<file path="src/rtl/br_pkg.sv">
// Shared types and constants for the conditional-branch controller:
// 2-bit predictor states, branch funct3 encodings and counter limits.
package br_pkg;

  typedef enum logic [1:0] {
    SNT = 2'b00,
    WNT = 2'b01,
    WT  = 2'b10,
    ST  = 2'b11
  } bht_state_e;

  localparam logic [2:0] F3_BEQ  = 3'b000;
  localparam logic [2:0] F3_BNE  = 3'b001;
  localparam logic [2:0] F3_ILL0 = 3'b010;
  localparam logic [2:0] F3_ILL1 = 3'b011;
  localparam logic [2:0] F3_BLT  = 3'b100;
  localparam logic [2:0] F3_BGE  = 3'b101;
  localparam logic [2:0] F3_BLTU = 3'b110;
  localparam logic [2:0] F3_BGEU = 3'b111;

  localparam logic [15:0] CNT_SAT = 16'hFFFF;

  function automatic logic f3_legal(input logic [2:0] f3);
    return (f3 != F3_ILL0) && (f3 != F3_ILL1);
  endfunction

  function automatic logic br_outcome(input logic [2:0] f3, input logic less, input logic equal);
    logic res;
    case (f3)
      F3_BEQ:           res = equal;
      F3_BNE:           res = ~equal;
      F3_BLT, F3_BLTU:  res = less;
      F3_BGE, F3_BGEU:  res = ~less;
      default:          res = 1'b0;
    endcase
    return res;
  endfunction

  // Saturating step of a 2-bit counter toward ST (taken) or SNT (not taken).
  function automatic bht_state_e bht_next(input bht_state_e s, input logic taken);
    bht_state_e n;
    case (s)
      SNT:     n = taken ? WNT : SNT;
      WNT:     n = taken ? WT  : SNT;
      WT:      n = taken ? ST  : WNT;
      ST:      n = taken ? ST  : WT;
      default: n = WNT;
    endcase
    return n;
  endfunction

endpackage

</file>
<file path="src/rtl/bht.sv">
// Branch history table: array of 2-bit saturating counters with an
// asynchronous read port for fetch and a clocked update port for resolve.
module bht
  import br_pkg::*;
#(
  parameter int ENTRIES = 16,
  parameter int IDX_W   = $clog2(ENTRIES)
) (
  input  logic             clk,
  input  logic             rst_n,
  input  logic [IDX_W-1:0] rd_idx,
  output bht_state_e       rd_state,
  input  logic             upd_en,
  input  logic [IDX_W-1:0] upd_idx,
  input  logic             upd_taken
);

  bht_state_e tbl [ENTRIES];

  // Read sees the stored value only, so a same-cycle update is not bypassed.
  assign rd_state = tbl[rd_idx];

  // Table state: reset to weakly-not-taken, otherwise saturating update.
  always_ff @(posedge clk) begin
    if (!rst_n) begin
      for (int i = 0; i < ENTRIES; i++) begin
        tbl[i] <= WNT;
      end
    end else if (upd_en) begin
      tbl[upd_idx] <= bht_next(tbl[upd_idx], upd_taken);
    end
  end

endmodule

</file>
<file path="src/rtl/br_ctrl.sv">
// Conditional-branch controller: fetch-stage direction prediction, execute-stage
// resolution with redirect pulse, predictor training and statistics counters.
module br_ctrl
  import br_pkg::*;
#(
  parameter int BHT_ENTRIES = 16
) (
  input  logic        i_clk,
  input  logic        i_rst_n,
  input  logic [31:0] i_pc_f,
  output logic        o_pred_taken_f,
  input  logic        i_ex_valid,
  input  logic        i_ex_is_br,
  input  logic [2:0]  i_ex_funct3,
  input  logic [31:0] i_ex_pc,
  input  logic [31:0] i_ex_target,
  input  logic        i_ex_pred_taken,
  input  logic        i_br_less,
  input  logic        i_br_equal,
  output logic        o_br_un,
  output logic        o_redirect_valid,
  output logic [31:0] o_redirect_pc,
  output logic [15:0] o_br_cnt,
  output logic [15:0] o_mispred_cnt
);

  localparam int IDX_W = $clog2(BHT_ENTRIES);

  logic [IDX_W-1:0] fetch_idx;
  logic [IDX_W-1:0] ex_idx;
  bht_state_e       fetch_state;
  logic             legal;
  logic             taken;
  logic             resolve;
  logic             mispred;
  logic             unused;

  assign fetch_idx      = i_pc_f[IDX_W+1:2];
  assign ex_idx         = i_ex_pc[IDX_W+1:2];
  assign o_pred_taken_f = fetch_state[1];
  assign o_br_un        = i_ex_funct3[1];
  assign unused         = ^{i_pc_f[31:IDX_W+2], i_pc_f[1:0]};

  // Resolve qualification; the slot right behind a redirect is wrong-path and squashed.
  always_comb begin
    legal   = f3_legal(i_ex_funct3);
    taken   = br_outcome(i_ex_funct3, i_br_less, i_br_equal);
    resolve = i_ex_valid & i_ex_is_br & legal & ~o_redirect_valid;
    mispred = resolve & (taken != i_ex_pred_taken);
  end

  bht #(
    .ENTRIES (BHT_ENTRIES),
    .IDX_W   (IDX_W)
  ) u_bht (
    .clk       (i_clk),
    .rst_n     (i_rst_n),
    .rd_idx    (fetch_idx),
    .rd_state  (fetch_state),
    .upd_en    (resolve),
    .upd_idx   (ex_idx),
    .upd_taken (taken)
  );

  // Redirect pulse, correct-path PC (held between pulses) and saturating statistics.
  always_ff @(posedge i_clk) begin
    if (!i_rst_n) begin
      o_redirect_valid <= 1'b0;
      o_redirect_pc    <= 32'd0;
      o_br_cnt         <= 16'd0;
      o_mispred_cnt    <= 16'd0;
    end else begin
      o_redirect_valid <= mispred;
      if (mispred) begin
        o_redirect_pc <= taken ? i_ex_target : (i_ex_pc + 32'd4);
      end
      if (resolve && (o_br_cnt != CNT_SAT)) begin
        o_br_cnt <= o_br_cnt + 16'd1;
      end
      if (mispred && (o_mispred_cnt != CNT_SAT)) begin
        o_mispred_cnt <= o_mispred_cnt + 16'd1;
      end
    end
  end

endmodule
</file>
<file path="config.mk">
export PLATFORM = sky130hd
export DESIGN_NAME = br_ctrl
export DESIGN_NICKNAME = d
export VERILOG_FILES = /design/src/rtl/br_pkg.sv /design/src/rtl/bht.sv /design/src/rtl/br_ctrl.sv
export SDC_FILE = /design/constraint.sdc
export NUM_CORES = 1
export LEC_CHECK = 0
export ABC_AREA = 1
export ABC_CLOCK_PERIOD_IN_PS = 2700
export CORE_UTILIZATION = 53
export DETAILED_ROUTE_END_ITERATION = 10
export GPL_ROUTABILITY_DRIVEN = 0
export PLACE_DENSITY_LB_ADDON = 0.25
export SLEW_MARGIN = 20
export SYNTH_ARGS = -nofsm -noshare
export SYNTH_HDL_FRONTEND = slang
export SYNTH_SLANG_ARGS = --single-unit
</file>
<file path="constraint.sdc">
create_clock -name i_clk -period 2.7 [get_ports i_clk]
set_clock_uncertainty 0.15 [all_clocks]
set_input_delay 0.27 -clock i_clk [delete_from_list [all_inputs] [get_ports i_clk]]
set_output_delay 0.27 -clock i_clk [all_outputs]
set_load 0.01 [all_outputs]
</file>
==> reports/results.txt <==
Status: finished clean
CP Capture Type: output port
Synthesis-to-finish area growth: 29.47%
Dominant synthesized flop cell: dfxtp_1
Dpl hpwl: 12650 um
Worst R2R Start: o_br_cnt[0]$_SDFFE_PN0P_
Antenna diodes: 0
Worst Hold Class: reg2reg
Row count: 39
Crit path kind: in2out
Clk slew on worst S/H paths: 0.07 ns
Critical R2R Capture: o_br_cnt[13]$_SDFFE_PN0P_
Share of flip-flops with an asynchronous set or reset: 0
Total GRT Usage: 0.2879
CP Cell Sequence: clkdlybuf4s50_1 -> o21ai_0 -> a21oi_1 -> o221ai_1 -> nand2_1 -> clkdlybuf4s50_1
First-pass GRT wire length: 28680 um
Switch share: 0.2855
DIE AREA: 12200 um^2
Final wirelength: 17190 um
Fin crit share: 0.9005
RSZ-0062 raised after global routing: no
Post-CTS Hold Fix Bufs: 0
Final ANT Viol Nets: 0
Leak pwr: 3.117 nW
CTS tree: yes
Clock share of power: 0.366
Synth unique cells: 33
Via count: 6520
Number of CTS-inserted buffers: 9
Number of synthesized flops with an enable pin: 32
Syn Inst Count: 937
Final Max Tran Viols: 0
Post-Layout Cell Count: 1217
Die Y: 110.4 um
Synth top cells by count: 282 x nand2_1, 139 x nor2_1, 88 x inv_1
R2R cell count: 10
Drc violations: 0
Post-route setup slack: 0.2685 ns
R2R Setup Slk: 0.50 ns
Initial drt markers: 435
Clk root buf: clkbuf_16
Layout net count: 1181
YS warnings: 0
Vias in the first global route: 6166
# resized after CTS: 0
Most frequent cell after synthesis: nand2_1
Largest net degree at the start of global routing: 45
TNS Setup: 0 ns
Critical Path RT: 2.28 ns
CP Capture Point: o_pred_taken_f
Wire per inst: 14.13 um
Initial DRT Pass Iterations: 5
Most frequent CP cell: clkdlybuf4s50_1
Htree depth: 3
Slew of the pin with the lowest slew margin: 0.4957 ns
Fraction of layout cells with a size suffix above 1: 0.07076
Type of origin of the critical path: input port
Placed cells: 1201
Post-synthesis register bit count: 97
Slew headroom: 0.6683
Seq/Total Area, Yosys: 0.3630
CTS max path bufs: 2
GR Overflow Total: 0
Die X: 110.4 um
HP Start: o_redirect_pc[3]$_SDFFE_PN0P_
Fmax: 411.3 MHz
Final min period: 2.431 ns
Mapped Area: 6232 um^2
Pwr dens: 426.0 nW/um^2
Largest stage delay, worst path: 0.73 ns
Initial Util: 0.5458
Core footprint: 11420 um^2
Syn Nets: 1049
Pre-CTS setup slack: 0.09211 ns
Via-to-Cell Ratio: 5.357
Sink Count: 97
CP Launch Point: i_pc_f[2]
Final setup viols: 0
Buffers on Ports: 144
Worst VDD drop: 0.2718 mV
Synthesized area per cell: 6.651 um^2
Crit-path leading delay family: buffers and inverters
Pint: 2.456 mW
Hold Vio Cnt, Final: 0
Top cell type's share of synthesized area: 0.2088
Buf+Inv Stages, Crit Path: 2
Worst Path Arrival: 2.01 ns
Net switching power: 981.2 uW
Fillers: 1006
Post-CTS Setup Bufs: 0
Clock latency on the worst-skew pair: 0.35 ns
Top cells by area, synth: dfxtp_1 21%, nand2_1 17%, edfxtp_1 15%
Worst hold slack: 0.3158 ns
Top fanout value on the critical path: 16
Max Cap Violations: 0
Initial antenna violation count: 0
# IOs: 173
Levels on crit path: 6
Register share of total power: 0.455
Yosys top cell by area: dfxtp_1
Comb power frac: 0.179
Critical path's slowest cell: clkdlybuf4s50_1
[logic make-up (layout without fill, tap and decap cells)]
family                     after synthesis  after routing  synth area share
and+or+nand+nor                        548            548            0.3740
adders and majority gates                6              6           0.01205
buffers and inverters                  128            265           0.09135
DFF                                     97             97            0.3630
AOI/OAI and AO/OA                      125            125            0.1132
xor gates and xnor gates                33             33           0.04638
[state kept, by name (all words and copies together), names as in the netlist]
register          flops
o_mispred_cnt        16
o_redirect_valid      1
o_br_cnt             16
u_bht.tbl            32
o_redirect_pc        32
[cells in the final DEF, fill, tap and decap left out, drive strengths merged, types with 11 or more instances in the layout]
cell type        n
nand2          294
nor2           155
clkdlybuf4s50  144
inv             92
a21oi           69
nand3           68
dfxtp           65
o21ai           46
edfxtp          32
xor2            19
xnor2           14
buf             14
nand3b          11
nor3            11
[final cells by class]
cell class	instances	area (um^2)	area share
multi-input combinational	712	3401	0.4215
sequential	97	2262	0.2804
timing repair buffer	158	1597	0.1979
inverter	91	341.6	0.04233
clock buffer	9	225.2	0.02791
tap	143	178.9	0.02217
clock inverter	7	63.81	0.007908
[power groups by stage]
stage | clock (mW) | sequential, mW | combinational, mW
6_report | 1.26 | 1.56 | 0.616
5_1_grt | 1.33 | 1.57 | 0.675
4_1_cts | 1.27 | 1.56 | 0.613
3_5_place_dp | 0 | 1.60 | 0.609
3_3_place_gp | 0 | 1.60 | 0.601
2_1_floorplan | 0 | 1.60 | 0.316
[metal layers]
metal,track usage,up-vias,part of all wire
li1,-,3263,-
met1,0.3533,2972,0.42
met2,0.4853,241,0.47
met3,0.06257,44,0.075
met4,0.1244,0,0.030
met5,0,-,0
[worst register-to-register path, delay by kind of cell (launching register included)]
kind / cells / cell delay [ns]
compound gates: 1 / 0.15
fa+ha+maj: 1 / 0.29
buf+inv: 3 / 0.43
flops: 1 / 0.45
simple gates: 5 / 0.66
[worst min path at each step]
stage,endpoint,depth (start not counted)
after floorplan,o_redirect_pc[12]$_SDFFE_PN0P_,3
after global placement,o_redirect_pc[19]$_SDFFE_PN0P_,2
after detailed placement,o_redirect_pc[3]$_SDFFE_PN0P_,2
after CTS,o_redirect_pc[3]$_SDFFE_PN0P_,2
after global routing,o_redirect_pc[31]$_SDFFE_PN0P_,2
final,o_redirect_pc[3]$_SDFFE_PN0P_,2
[through the flow]
stage                       util  total power, mW  cell area, um^2
after detailed placement  0.6814            2.205             7780
after floorplan                -            1.920             6232
final                     0.7067            3.437             8069
after global placement    0.6814            2.197             7780
after CTS                 0.7067            3.446             8069
after global routing      0.7067            3.569             8069
(Power assumes the default switching activity.)
